===== config.mk =====
export PLATFORM = sky130hd
export DESIGN_NAME = appr_error_monitor_flat
export DESIGN_NICKNAME = d
export VERILOG_FILES = /design/src/rtl/appr_err_pkg.sv /design/src/rtl/appr_error_monitor_if.sv /design/src/rtl/appr_err_stage.sv /design/src/rtl/appr_error_monitor.sv /design/src/flat_wrapper.sv
export SDC_FILE = /design/constraint.sdc
export NUM_CORES = 1
export LEC_CHECK = 0
export ABC_AREA = 1
export BUFFER_PORTS_ARGS = -buffer_cell sky130_fd_sc_hd__buf_2
export CAP_MARGIN = 20
export CORE_AREA = 2 2 204 206
export CTS_CLUSTER_SIZE = 16
export DETAILED_ROUTE_END_ITERATION = 10
export DIE_AREA = 0 0 206 208
export HOLD_SLACK_MARGIN = 0.08
export PLACE_DENSITY = 0.79
export SLEW_MARGIN = 20
export SYNTH_ARGS = -nofsm -noshare
export SYNTH_HDL_FRONTEND = slang
export SYNTH_HIERARCHICAL = 1
export SYNTH_SLANG_ARGS = --single-unit

===== constraint.sdc =====
create_clock -name clk -period 3.4 [get_ports clk]
set_input_delay 0.51 -clock clk [delete_from_list [all_inputs] [get_ports clk]]
set_output_delay 0.51 -clock clk [all_outputs]
set_load 0.02 [all_outputs]

===== src/rtl/appr_err_pkg.sv =====
// Shared types and helpers for the approximate-adder error monitor.
// APPR_ERR_SQ_EN (see top level) is the only consumer of sat_add.
package appr_err_pkg;

    localparam int WIDTH_DEF = 32;
    localparam int CNT_W_DEF = 32;
    localparam int ACC_W_DEF = 64;
    localparam int SAT_W     = 128;

    typedef enum logic [1:0] {
        IDLE,
        RUN,
        DRAIN,
        DONE
    } state_e;

    // Adds two values and clamps the result to the all-ones value of an acc_w-bit register.
    function automatic logic [SAT_W-1:0] sat_add(
        input logic [SAT_W-1:0] acc,
        input logic [SAT_W-1:0] add,
        input int unsigned      acc_w
    );
        logic [SAT_W:0] sum;
        logic [SAT_W:0] lim;
        sum = {1'b0, acc} + {1'b0, add};
        lim = (SAT_W+1)'(1) << acc_w;
        if (sum >= lim) begin
            sum = lim - (SAT_W+1)'(1);
        end
        return sum[SAT_W-1:0];
    endfunction

endpackage


===== src/rtl/appr_error_monitor_if.sv =====
// Valid/ready pair channel carrying (approx, exact) adder results into the monitor.
interface appr_error_monitor_if #(
    parameter int WIDTH = 32
);
    logic                    in_valid;
    logic                    in_ready;
    logic signed [WIDTH-1:0] approx;
    logic signed [WIDTH-1:0] exact;

    modport master (output in_valid, output approx, output exact, input in_ready);
    modport slave  (input in_valid, input approx, input exact, output in_ready);
endinterface


===== src/rtl/appr_err_stage.sv =====
// Stage 1: signed difference, magnitude and nonzero flag of one accepted pair.
module appr_err_stage #(
    parameter int WIDTH = 32
) (
    input  logic                    clk,
    input  logic                    rst,
    input  logic                    in_vld,
    input  logic signed [WIDTH-1:0] approx,
    input  logic signed [WIDTH-1:0] exact,
    output logic                    vld_p1,
    output logic signed [WIDTH:0]   diff_p1,
    output logic [WIDTH:0]          abs_p1,
    output logic                    nz_p1
);

    logic signed [WIDTH:0] diff_p1_d, diff_p1_q;
    logic [WIDTH:0]        abs_p1_d, abs_p1_q;
    logic                  nz_p1_d, nz_p1_q;
    logic                  vld_p1_q;

    // One extra bit makes the difference exact; -2^WIDTH negates to 2^WIDTH unsigned.
    always_comb begin
        diff_p1_d = $signed({approx[WIDTH-1], approx}) - $signed({exact[WIDTH-1], exact});
        abs_p1_d  = diff_p1_d[WIDTH] ? $unsigned(-diff_p1_d) : $unsigned(diff_p1_d);
        nz_p1_d   = |diff_p1_d;
    end

    always_ff @(posedge clk) begin
        if (rst) begin
            vld_p1_q <= 1'b0;
        end else begin
            vld_p1_q <= in_vld;
        end
    end

    always_ff @(posedge clk) begin
        if (in_vld) begin
            diff_p1_q <= diff_p1_d;
            abs_p1_q  <= abs_p1_d;
            nz_p1_q   <= nz_p1_d;
        end
    end

    assign vld_p1  = vld_p1_q;
    assign diff_p1 = diff_p1_q;
    assign abs_p1  = abs_p1_q;
    assign nz_p1   = nz_p1_q;

endmodule


===== src/rtl/appr_error_monitor.sv =====
// Error-statistics collector: run FSM, sample counter and stage-2 accumulators.
// Define APPR_ERR_SQ_EN to build the squarer and err_sq_sum; otherwise err_sq_sum is 0.
module appr_error_monitor
    import appr_err_pkg::*;
#(
    parameter int WIDTH = WIDTH_DEF,
    parameter int CNT_W = CNT_W_DEF,
    parameter int ACC_W = ACC_W_DEF
) (
    input  logic                    clk,
    input  logic                    rst,
    input  logic                    start,
    input  logic [CNT_W-1:0]        num_samples,
    appr_error_monitor_if.slave     bus,
    output logic                    busy,
    output logic                    done,
    output logic [CNT_W-1:0]        sample_cnt,
    output logic [CNT_W-1:0]        err_cnt,
    output logic signed [ACC_W-1:0] err_sum,
    output logic [ACC_W-1:0]        err_sq_sum,
    output logic [WIDTH:0]          max_abs_err
);

    state_e                state_q, state_d;
    logic [CNT_W-1:0]      n_q, n_d;
    logic                  in_ready_q, in_ready_d;
    logic [CNT_W-1:0]      sample_cnt_q, sample_cnt_d;
    logic                  clr;
    logic                  accept;

    logic                  vld_p1;
    logic signed [WIDTH:0] diff_p1;
    logic [WIDTH:0]        abs_p1;
    logic                  nz_p1;

    logic                  vld_p2_q;
    logic signed [WIDTH:0] diff_p2_q;
    logic [WIDTH:0]        abs_p2_q;
    logic                  nz_p2_q;

    logic [CNT_W-1:0]        err_cnt_q, err_cnt_d;
    logic signed [ACC_W-1:0] err_sum_q, err_sum_d;
    logic [WIDTH:0]          max_q, max_d;

    assign accept       = bus.in_valid && in_ready_q;
    assign bus.in_ready = in_ready_q;

    appr_err_stage #(.WIDTH(WIDTH)) u_stage (
        .clk     (clk),
        .rst     (rst),
        .in_vld  (accept),
        .approx  (bus.approx),
        .exact   (bus.exact),
        .vld_p1  (vld_p1),
        .diff_p1 (diff_p1),
        .abs_p1  (abs_p1),
        .nz_p1   (nz_p1)
    );

    always_comb begin
        state_d      = state_q;
        n_d          = n_q;
        in_ready_d   = in_ready_q;
        sample_cnt_d = sample_cnt_q;
        clr          = 1'b0;
        case (state_q)
            IDLE, DONE: begin
                if (start) begin
                    n_d          = num_samples;
                    clr          = 1'b1;
                    sample_cnt_d = '0;
                    if (num_samples == '0) begin
                        state_d    = DONE;
                        in_ready_d = 1'b0;
                    end else begin
                        state_d    = RUN;
                        in_ready_d = 1'b1;
                    end
                end
            end
            RUN: begin
                if (accept) begin
                    sample_cnt_d = sample_cnt_q + CNT_W'(1);
                    if (sample_cnt_d == n_q) begin
                        in_ready_d = 1'b0;
                        state_d    = DRAIN;
                    end
                end
            end
            DRAIN: begin
                // Last pair has left both pipeline registers once neither valid is set.
                if (!vld_p1 && !vld_p2_q) begin
                    state_d = DONE;
                end
            end
            default: state_d = IDLE;
        endcase
    end

    always_comb begin
        err_cnt_d = err_cnt_q;
        err_sum_d = err_sum_q;
        max_d     = max_q;
        if (clr) begin
            err_cnt_d = '0;
            err_sum_d = '0;
            max_d     = '0;
        end else if (vld_p2_q) begin
            err_cnt_d = err_cnt_q + CNT_W'(nz_p2_q);
            err_sum_d = err_sum_q + ACC_W'(diff_p2_q);
            if (abs_p2_q > max_q) begin
                max_d = abs_p2_q;
            end
        end
    end

    always_ff @(posedge clk) begin
        if (rst) begin
            state_q      <= IDLE;
            n_q          <= '0;
            in_ready_q   <= 1'b0;
            sample_cnt_q <= '0;
            vld_p2_q     <= 1'b0;
            err_cnt_q    <= '0;
            err_sum_q    <= '0;
            max_q        <= '0;
        end else begin
            state_q      <= state_d;
            n_q          <= n_d;
            in_ready_q   <= in_ready_d;
            sample_cnt_q <= sample_cnt_d;
            vld_p2_q     <= vld_p1;
            err_cnt_q    <= err_cnt_d;
            err_sum_q    <= err_sum_d;
            max_q        <= max_d;
        end
    end

    // ---- stage 2: hold the error one cycle (squaring alongside), then accumulate ----
    always_ff @(posedge clk) begin
        if (vld_p1) begin
            diff_p2_q <= diff_p1;
            abs_p2_q  <= abs_p1;
            nz_p2_q   <= nz_p1;
        end
    end

`ifdef APPR_ERR_SQ_EN
    localparam int SQ_W = 2*WIDTH + 2;
    logic [SQ_W-1:0]  sq_p2_q;
    logic [ACC_W-1:0] sq_sum_q, sq_sum_d;

    always_ff @(posedge clk) begin
        if (vld_p1) begin
            sq_p2_q <= SQ_W'(abs_p1) * SQ_W'(abs_p1);
        end
    end

    always_comb begin
        sq_sum_d = sq_sum_q;
        if (clr) begin
            sq_sum_d = '0;
        end else if (vld_p2_q) begin
            sq_sum_d = ACC_W'(sat_add(SAT_W'(sq_sum_q), SAT_W'(sq_p2_q), ACC_W));
        end
    end

    always_ff @(posedge clk) begin
        if (rst) begin
            sq_sum_q <= '0;
        end else begin
            sq_sum_q <= sq_sum_d;
        end
    end

    assign err_sq_sum = sq_sum_q;
`else
    assign err_sq_sum = '0;
`endif

    assign busy        = (state_q == RUN) || (state_q == DRAIN);
    assign done        = (state_q == DONE);
    assign sample_cnt  = sample_cnt_q;
    assign err_cnt     = err_cnt_q;
    assign err_sum     = err_sum_q;
    assign max_abs_err = max_q;

endmodule


===== src/flat_wrapper.sv =====
// flat-port wrapper written by rule: the top's interface ports become plain ports
module appr_error_monitor_flat import appr_err_pkg::*;
#(
    parameter int WIDTH = WIDTH_DEF,
    parameter int CNT_W = CNT_W_DEF,
    parameter int ACC_W = ACC_W_DEF
)
  (clk, rst, start, num_samples, busy, done, sample_cnt, err_cnt, err_sum, err_sq_sum, max_abs_err, bus_in_valid, bus_approx, bus_exact, bus_in_ready);
  appr_error_monitor_if #(.WIDTH(WIDTH)) bus_i ();
  input  logic clk;
  input  logic rst;
  input  logic start;
  input  logic [CNT_W-1:0] num_samples;
  output logic busy;
  output logic done;
  output logic [CNT_W-1:0] sample_cnt;
  output logic [CNT_W-1:0] err_cnt;
  output logic signed [ACC_W-1:0] err_sum;
  output logic [ACC_W-1:0] err_sq_sum;
  output logic [WIDTH:0] max_abs_err;
  input wire logic [$bits(bus_i.in_valid)-1:0] bus_in_valid;
  input wire logic [$bits(bus_i.approx)-1:0] bus_approx;
  input wire logic [$bits(bus_i.exact)-1:0] bus_exact;
  output wire logic [$bits(bus_i.in_ready)-1:0] bus_in_ready;
  assign bus_i.in_valid = bus_in_valid;
  assign bus_i.approx = bus_approx;
  assign bus_i.exact = bus_exact;
  assign bus_in_ready = bus_i.in_ready;
  appr_error_monitor #(.WIDTH(WIDTH), .CNT_W(CNT_W), .ACC_W(ACC_W)) u_core (.clk(clk), .rst(rst), .start(start), .num_samples(num_samples), .bus(bus_i), .busy(busy), .done(done), .sample_cnt(sample_cnt), .err_cnt(err_cnt), .err_sum(err_sum), .err_sq_sum(err_sq_sum), .max_abs_err(max_abs_err));
endmodule

# Yosys cells after proc, flatten, opt, wreduce, memory -nomap -nowiden
# Index checks and enable logic that the tools add are counted.
# W data, S select, Z words.
[classes]
n_mux = 17
n_lt_le_gt_ge = 1
addsub = 5
n_eq_ne = 8
n_reduce_logical = 16
[op_table]
columns = ["operator", "count"]
rows = [
  ["$mux W32", 3],
  ["$add A64 B33 Y64", 1],
  ["$pmux W32 S2", 1],
  ["$gt A33 B33 Y1", 1],
  ["$neg A33 Y33", 1],
  ["$reduce_or A33 Y1", 1],
  ["$sub A32 B32 Y33", 1],
  ["$add A32 B1 Y32", 1],
  ["$add A32 B1 Y32 const B", 1],
  ["$eq A32 B32 Y1", 1],
  ["$logic_not A32 Y1", 1],
  ["$mux W2", 5],
  ["$reduce_and A4 Y1", 2],
  ["$mux W1", 6],
  ["$pmux W2 S3", 1],
  ["$eq A2 B2 Y1 const B", 2],
  ["$ne A2 B1 Y1 const B", 2],
  ["$ne A2 B2 Y1 const B", 2],
  ["$reduce_and A2 Y1", 2],
  ["$reduce_or A2 Y1", 2],
  ["$reduce_and A3 Y1", 1],
  ["$eq A2 B1 Y1 const B", 1],
  ["$logic_and A1 B1 Y1", 2],
  ["$logic_not A1 Y1", 2],
  ["other kinds (4)", 4],
]
[word_totals]
ff_bits = 332
word_cells = 63
input_bits = 100
out_inout_bits = 228

# Longest topological paths before layout
# Gate-level depths: netlist (run 1).
[logic_depth]
word_depth = 5
depth_mapped = 22
mapped_depth_nobuf = 22

# Cells and area by module
# Netlist (run 1), hierarchy kept.
[by_module_without_submodules]
columns = ["mod", "cells_per_inst", "area_per_inst_um2", "n_inst", "seq_area_each_um2"]
rows = [
  ["appr_error_monitor", 2472, 17031.3, 1, 5955.7],
  ["appr_err_stage", 833, 5780.5, 1, 2001.9],
]

# Worst setup path before layout (run 1)
# Ideal clock, no wire load.
[synth_timing]
path_kind = "input to register"
from = "in bus_approx[0]"
to = "reg u_core.u_stage.abs_p1_q[32] (netlist: u_core/u_stage/abs_p1[32]) (data pin)"
setup_time_ns = 0.253
slack_ns = 0.310
required_ns = 3.147
t_arrival_ns = 2.837
stages = 21
path_cell_list = "inv_1 -> ha_1 -> inv_1 -> fa_1 -> inv_1 -> ha_1 -> inv_1 -> nor2_1 -> nand2_1 -> nor2_2 -> nand2_1 -> nor2_2 -> nand3_1 -> inv_2 -> nand2_2 -> nor2_4 -> nand3b_1 -> nor3_2 -> ha_1 -> inv_1 -> nor2_1"
[synth_between]
elab_chain_len = 2
[synth_rtl]
columns = ["element", "line", "text"]
rows = [
  ["from (decl)", "flat_wrapper.sv:22", "input wire logic [$bits(bus_i.approx)-1:0] bus_approx;"],
  ["$sub A32 B32 Y33", "appr_err_stage.sv:23", "diff_p1_d = $signed({approx[WIDTH-1], approx}) - $signed({exact[WIDTH-1], exact});"],
  ["net u_core.u_stage.diff_p1_d[1]", "appr_err_stage.sv:16", "logic signed [WIDTH:0] diff_p1_d, diff_p1_q;"],
  ["$neg A33 Y33", "appr_err_stage.sv:24", "abs_p1_d = diff_p1_d[WIDTH] ? $unsigned(-diff_p1_d) : $unsigned(diff_p1_d);"],
  ["to (signal assigned)", "appr_err_stage.sv:39", "abs_p1_q <= abs_p1_d;"],
  ["to (decl)", "appr_err_stage.sv:17", "logic [WIDTH:0] abs_p1_d, abs_p1_q;"],
]
# The timed path passes the listed nets, and every way through them passes these cells.
# A chain may end at the register's enable or synchronous reset.

# Worst setup path in the final report (run 1)
[layout_timing]
from = "in bus_exact[6]"
to = "reg u_core.u_stage.abs_p1_q[32] (netlist: u_core/u_stage/abs_p1[32]) (data pin)"
[layout_between]
elab_chain_len = 2
[layout_rtl]
columns = ["element", "line", "text"]
rows = [
  ["from (decl)", "flat_wrapper.sv:23", "input wire logic [$bits(bus_i.exact)-1:0] bus_exact;"],
  ["$sub A32 B32 Y33 (*)", "appr_err_stage.sv:23", ""],
  ["$neg A33 Y33", "appr_err_stage.sv:24", ""],
]
# Every way passes the cells marked *; elsewhere a longest branch is shown, timed or not.

==> results of run 1 <==
## layer usage
layer	vias to the layer above	track usage	part of all wire
li1	11100	-	-
met3	124	0.0368	0.069
met4	2	0.0968	0.033
met2	762	0.489	0.46
met1	9837	0.395	0.44
met5	-	0	0.00017
## sequential cells by signal (all words and copies together) (netlist names)
name                    cells
u_core/nz_p2_q              1
u_core/vld_p2_q             1
u_core/err_cnt             32
u_core/sample_cnt          32
u_core/u_stage/vld_p1       1
u_core/diff_p2_q           33
u_core/bus.in_ready         1
u_core/u_stage/nz_p1        1
u_core/abs_p2_q            33
u_core/n_q                 32
u_core/u_stage/abs_p1      32
u_core/state_q              2
u_core/max_abs_err         33
u_core/err_sum             64
u_core/u_stage/diff_p1     33
## kinds of logic (layout without fill, tap and decap cells)
| logic type | Yosys count | count (layout) | share of synthesized area |
|---|---|---|---|
| AOI/OAI and AO/OA | 504 | 504 | 0.121 |
| xor gates and xnor gates | 86 | 86 | 0.0340 |
| adders and majority gates | 139 | 139 | 0.0769 |
| buffers and inverters | 636 | 889 | 0.117 |
| DFF | 331 | 331 | 0.349 |
| other | 1 | 64 | 0.000164 |
| and+or+nand+nor | 1608 | 1608 | 0.302 |
## worst reg2reg max path, delay by kind of cell (launching register included)
family,cells,cell delay (ps)
compound gates,7,1290
flops,1,860
fa+ha+maj,1,440
buf+inv,3,190
xor+xnor,1,180
## path summary, 6_finish.rpt
path                              from                        end  slack [ps]  cells past startpoint
min reg2reg  u_core/u_stage/abs_p1[17]        u_core/abs_p2_q[17]         410                      0
min                     num_samples[9]              u_core/n_q[9]         220                      3
max reg2reg       u_core/diff_p2_q[32]         u_core/err_sum[56]         360                     12
max                       bus_exact[6]  u_core/u_stage/abs_p1[32]         230                     19
## cell usage in the layout (no fill, tap or decap), drive strengths merged, types with 68 or more instances in the layout
cell type	n
xor2	68
nor2	500
inv	515
edfxtp	133
ha	137
buf	305
a21oi	225
nand3	172
nand2	821
o21ai	191
dfxtp	198
## layout make-up
| type | count | area, um^2 |
|---|---|---|
| clock buffer | 47 | 983 |
| clock inverter | 21 | 258 |
| fill | 3773 | 14600 |
| inverter | 516 | 1940 |
| multi-input combinational | 2401 | 12400 |
| sequential | 331 | 7960 |
| tap | 532 | 666 |
| timing repair buffer | 305 | 1690 |
## report_power, final
part / leakage (nW) / internal, mW / switching, mW
Sequential: 2.81 / 4.59 / 0.209
Combinational: 9.03 / 0.944 / 2.11
Clock: 0.597 / 2.45 / 1.67
==> impl_results.md, run 1 <==
* Initial Utilization at 0.563
* Post-DRT Antenna Nets at 0
* Top post-synthesis cells by count: nand2_1 (775), inv_1 (496), nor2_1 (469), a21oi_1 (222), dfxtp_1 (198)
* Predominant post-synthesis flop cell: dfxtp_1
* Number of synthesized flops with an enable pin at 133
* Synth warn at 6
* Nature of the critical path endpoint: register
* # resized after CTS at 0
* Vias per inst at 5.25
* FP Rows at 74
* Final Core Density at 0.639
* Vias in the first global route at 20000
* Yosys reg bits at 331
* Clk Latency, worst-skew pair at 560 ps
* Hold slack at 222 ps
* First-pass GRT wire length at 101 mm
* Most common cell on crit path: nand2_1
* Die Ht at 208 um
* Crit-path max cell delay at 410 ps
* Worst-path clk slew at 60 ps
* Slowest cell on the critical path: xor2_1
* Initial antenna violation count at 1
* DR iter-0 viols at 1476
* Share of cells above drive strength 1 at 0.132
* IO Pins at 328
* Fin Setup TNS at 0 ps
* Count leader, synth: nand2_1
* Cell Pwr Density at 462 mW/mm^2
* Grt ovf at 0
* Syn Inst Count at 3305
* Register area share after synthesis at 0.349
* Worst hold-check path type: in -> reg
* DR WL/cell at 15.5 um
* Die X at 206 um
* Tot Pwr at 12.0 mW
* CP delay by family, top: simple AND/OR/NAND/NOR gates
* Worst Setup Path Type: in -> reg
* Die ar. at 0.0428 mm^2
* Via count at 21800
* CTS Buffer Depth at 3
* Unique masters post-synth at 57
* Drt drc at 0
* Max IR drop VDD at 0.357 mV
* Synth area leader: edfxtp_1
* CTS Hold Bufs at 0
* Worst Max-Slew Pin Slew at 902 ps
* Setup Slack @ Placement at -210 ps
* CTS Root Buffer Type: clkbuf_16
* FFs w/ async S/R, synth at 0
* Final Hold Fails at 0
* RSZ-0062 raised after global routing: false
* CTS tree: yes
* Ant. Diodes at 0
* Core region area at 0.0406 mm^2
* Placed Cells at 4085
* H-tree depth at 2
* Leakage at 12.4 nW
* Synth-to-Final Area Change at 13.7%
* Max-cap violations at 0
* Pre-Repair DR Iteration Count at 5
* Critical path peak fanout at 5
* Postcts setup bufs at 0
* Dpl cell area at 0.0247 mm^2
* Max-slew violations at 0
* Skew final at 15.4 ps
* Final WL at 64.2 mm
* CP startpoint kind: primary input
* CP Buf/Inv Count at 4
* Max Freq at 316 MHz
* DP HPWL at 50.6 mm
* Post-Layout Inst Area at 0.0259 mm^2
* Crit-path cells: buf_2, inv_1, ha_1, nand2_1, nor2_1, nand2_1, nand2_1, nand2_1, nand2_1, nand2_1, nand2_1, inv_1, o21ai_1, xor2_1, nand3_1, nor3_2, ha_1, inv_1, nor2_1
* Area of the mapped netlist at 0.0228 mm^2
* Final setup vio count at 0
* CTS Sinks at 331
* # nets final at 3831
* Post-Syn Area per Cell at 6.90 um^2
* Worst Path Required at 3700 ps
* Post-route insts no fill at 4153
* Slew HR at 0.398
* Share of the synthesized area in the top cell type at 0.175
* Gr usage total at 0.294
* Worst Setup Slack, final at 233 ps
* Final Cycle Share at 0.931
* Largest net degree at the start of global routing at 68
* Status: complete, no violations
* IO Port Bufs at 263
* Inserted Clock Buffers at 37
* WP data arrival at 3470 ps
* Gpl congestion at 0.976
* Synth top area cells: edfxtp_1 (18%), dfxtp_1 (17%), nand2_1 (13%)
* Tmin final at 3170 ps
Power figures use the tool's default switching activity.
==> inputs of run 2 (changes only) <==
Settings changed: GPL_TIMING_DRIVEN set to 0.
==> run 2 against run 1 <==
  * Maximum frequency shrank 4.3%
  * Register-to-register slack lost 270 ps
  * Sequential power is essentially flat
  * Clock skew grew 8.0 ps
  * Critical path depth shrank 10
  * First-iteration DRC count grew 10%
  * Worst setup slack lost 140 ps
  * Final area grew 1.8%
  * Largest power group unchanged
==> impl_results.md, run 2 (synthesis gave the netlist of run 1 again) <==
* Status: complete, no violations
* Crit-path cells: inv_1, ha_1, nand2_1, inv_1, nor2_2, clkbuf_1, clkbuf_1, o21ai_0, nor2_1
* Worst Max-Slew Pin Slew at 905 ps
* # nets final at 3915
* CTS Hold Bufs at 0
* Placed Cells at 4166
* Slowest cell on the critical path: clkbuf_1
* Worst-path clk slew at 60 ps
* Largest net degree at the start of global routing at 62
* First-pass GRT wire length at 107 mm
* Max-slew violations at 0
* Worst setup startpoint: u_core/state_q[0]
* Worst hold endpoint: u_core/u_stage/vld_p1
* Max Freq at 302 MHz
* Max IR drop VDD at 0.320 mV
* WP data arrival at 3780 ps
* Die X at 206 um
* Final Cycle Share at 0.973
* Gr usage total at 0.315
* Grt ovf at 0
* Switching share of power at 0.341
* Skew final at 23.4 ps
* CP delay by family, top: buffers and inverters
* DR iter-0 viols at 1624
* Tmin final at 3310 ps
* Final Hold Fails at 0
* Crit-path max cell delay at 620 ps
* DR WL/cell at 16.3 um
* CTS Sinks at 331
* Hold path start: rst
* Post-route insts no fill at 4237
* Fin Setup TNS at 0 ps
* Hold Path Depth at 2
* Die Ht at 208 um
* CP Buf/Inv Count at 4
* Final WL at 69.2 mm
* Clk Latency, worst-skew pair at 560 ps
* Vias in the first global route at 20700
* Capturing point of the worst reg2reg path: u_core/max_abs_err[29]
* Register share of total power at 0.395
* CTS Buffer Depth at 3
* Critical path peak fanout at 10
* Initial antenna violation count at 1
* Max-cap violations at 0
* Fillers at 3764
* Vias per inst at 5.28
* Most common cell after layout, fill and taps aside: nand2_1
* Slew HR at 0.396
* Worst Path Required at 3870 ps
* Worst reg-to-reg path cell count at 9
* Combinational Power Share at 0.266
* CTS tree: yes
* Nature of the critical path endpoint: register
* Die ar. at 0.0428 mm^2
* FP Rows at 74
* Inserted Clock Buffers at 37
* Worst hold-check path type: in -> reg
* IO Port Bufs at 263
* Initial Utilization at 0.563
* Worst Setup Path Type: reg -> reg
* Ant. Diodes at 0
* Pre-Repair DR Iteration Count at 7
* P_sw at 4.13 mW
* Max reg flops at 64
* H-tree depth at 2
* IO Pins at 328
* Synth-to-Final Area Change at 15.7%
* Post-DRT Antenna Nets at 0
* Gpl congestion at 0.982
* Final setup vio count at 0
* Clock share of power at 0.340
* Via count at 22400
* Cell Pwr Density at 459 mW/mm^2
* CP startpoint kind: register
* Reg2reg setup slack at 90 ps
* RSZ-0062 raised after global routing: false
* CTS Root Buffer Type: clkbuf_16
* Internal power at 7.98 mW
* Leakage at 12.8 nW
* Drt drc at 0
* Core region area at 0.0406 mm^2
* Worst R2R Start: u_core/state_q[0]
* DP HPWL at 55.3 mm
* Share of cells above drive strength 1 at 0.141
* Most frequent cells in the layout: nand2_1 (775), inv_1 (495), nor2_1 (468), buf_2 (266), a21oi_1 (222)
-- run 2: changes by cell type in the layout (fill, tap and decap cells not counted), moves of 3 or more --
| cell | change |
|---|---|
| buf_12 | -5 |
| clkinv_2 | +5 |
| buf_6 | +3 |
| buf_4 | +32 |
| clkbuf_1 | +43 |
| buf_16 | +3 |
| buf_2 | +3 |
| clkinv_1 | -3 |
-- run 2: stage by stage --
step           hold WS (ps)  utilization  instance area [um^2]  worst slack (ps)  total power [mW]
3_5_place_dp            405        0.619                 25100              -397              8.01
4_1_cts                 113        0.650                 26400               114              12.1
6_report                136        0.651                 26400              90.4              12.1
5_1_grt                 128        0.651                 26400             0.911              12.7
3_3_place_gp            401        0.617                 25000              -304              7.94
2_1_floorplan           400            -                 23000               310              7.00
-- run 2: what timing repair did --
action / in CTS / in global routing
setup endpoints to repair: 20 / 2
pin swaps: 0 / 1
endpoints found under the hold margin: 0 / 0
gates resized for setup: 2 / 2
setup buffers: 0 / 3
-- run 2: worst max-delay path by stage --
stage / end / cells after the start
after global placement: u_core/err_sum[27] / 9
final: u_core/max_abs_err[29] / 9
after detailed placement: u_core/u_stage/abs_p1[32] / 22
after global routing: u_core/max_abs_err[26] / 9
after floorplan: u_core/u_stage/abs_p1[32] / 21
after CTS: u_core/max_abs_err[23] / 9
-- run 2: routing by layer --
layer / track usage / vias to the layer above / part of all wire
met5: 0 / - / 0.00019
met4: 0.108 / 2 / 0.034
met3: 0.0457 / 146 / 0.080
met2: 0.527 / 948 / 0.46
met1: 0.415 / 10000 / 0.42
li1: - / 11300 / -
-- run 2: area by class of cell --
type / count / area, um^2 / area share
Multi-Input combinational cell: 2401 / 12400 / 0.471
Sequential cell: 331 / 7960 / 0.302
Inverter: 516 / 1940 / 0.0735
Timing Repair Buffer: 269 / 1420 / 0.0538
Clock buffer: 46 / 1000 / 0.0379
Buffer: 120 / 731 / 0.0277
Tap cell: 532 / 666 / 0.0252
Clock inverter: 22 / 244 / 0.00924
-- run 2: worst reg2reg max path, stage by stage, from the launching register on --
cell and delay (ps):
dfxtp_1 410, inv_1 70, ha_1 330, nand2_1 170, inv_1 190, nor2_2 500, clkbuf_1 600, clkbuf_1 620
o21ai_0 220, nor2_1 130
-- run 2: power by group through the flow --
| stage | logic (mW) | registers [mW] | clock network, mW |
|---|---|---|---|
| 3_3_place_gp | 3.03 | 4.90 | 0 |
| 2_1_floorplan | 2.12 | 4.89 | 0 |
| 5_1_grt | 3.56 | 4.81 | 4.34 |
| 6_report | 3.22 | 4.78 | 4.12 |
| 3_5_place_dp | 3.14 | 4.87 | 0 |
| 4_1_cts | 3.16 | 4.78 | 4.18 |
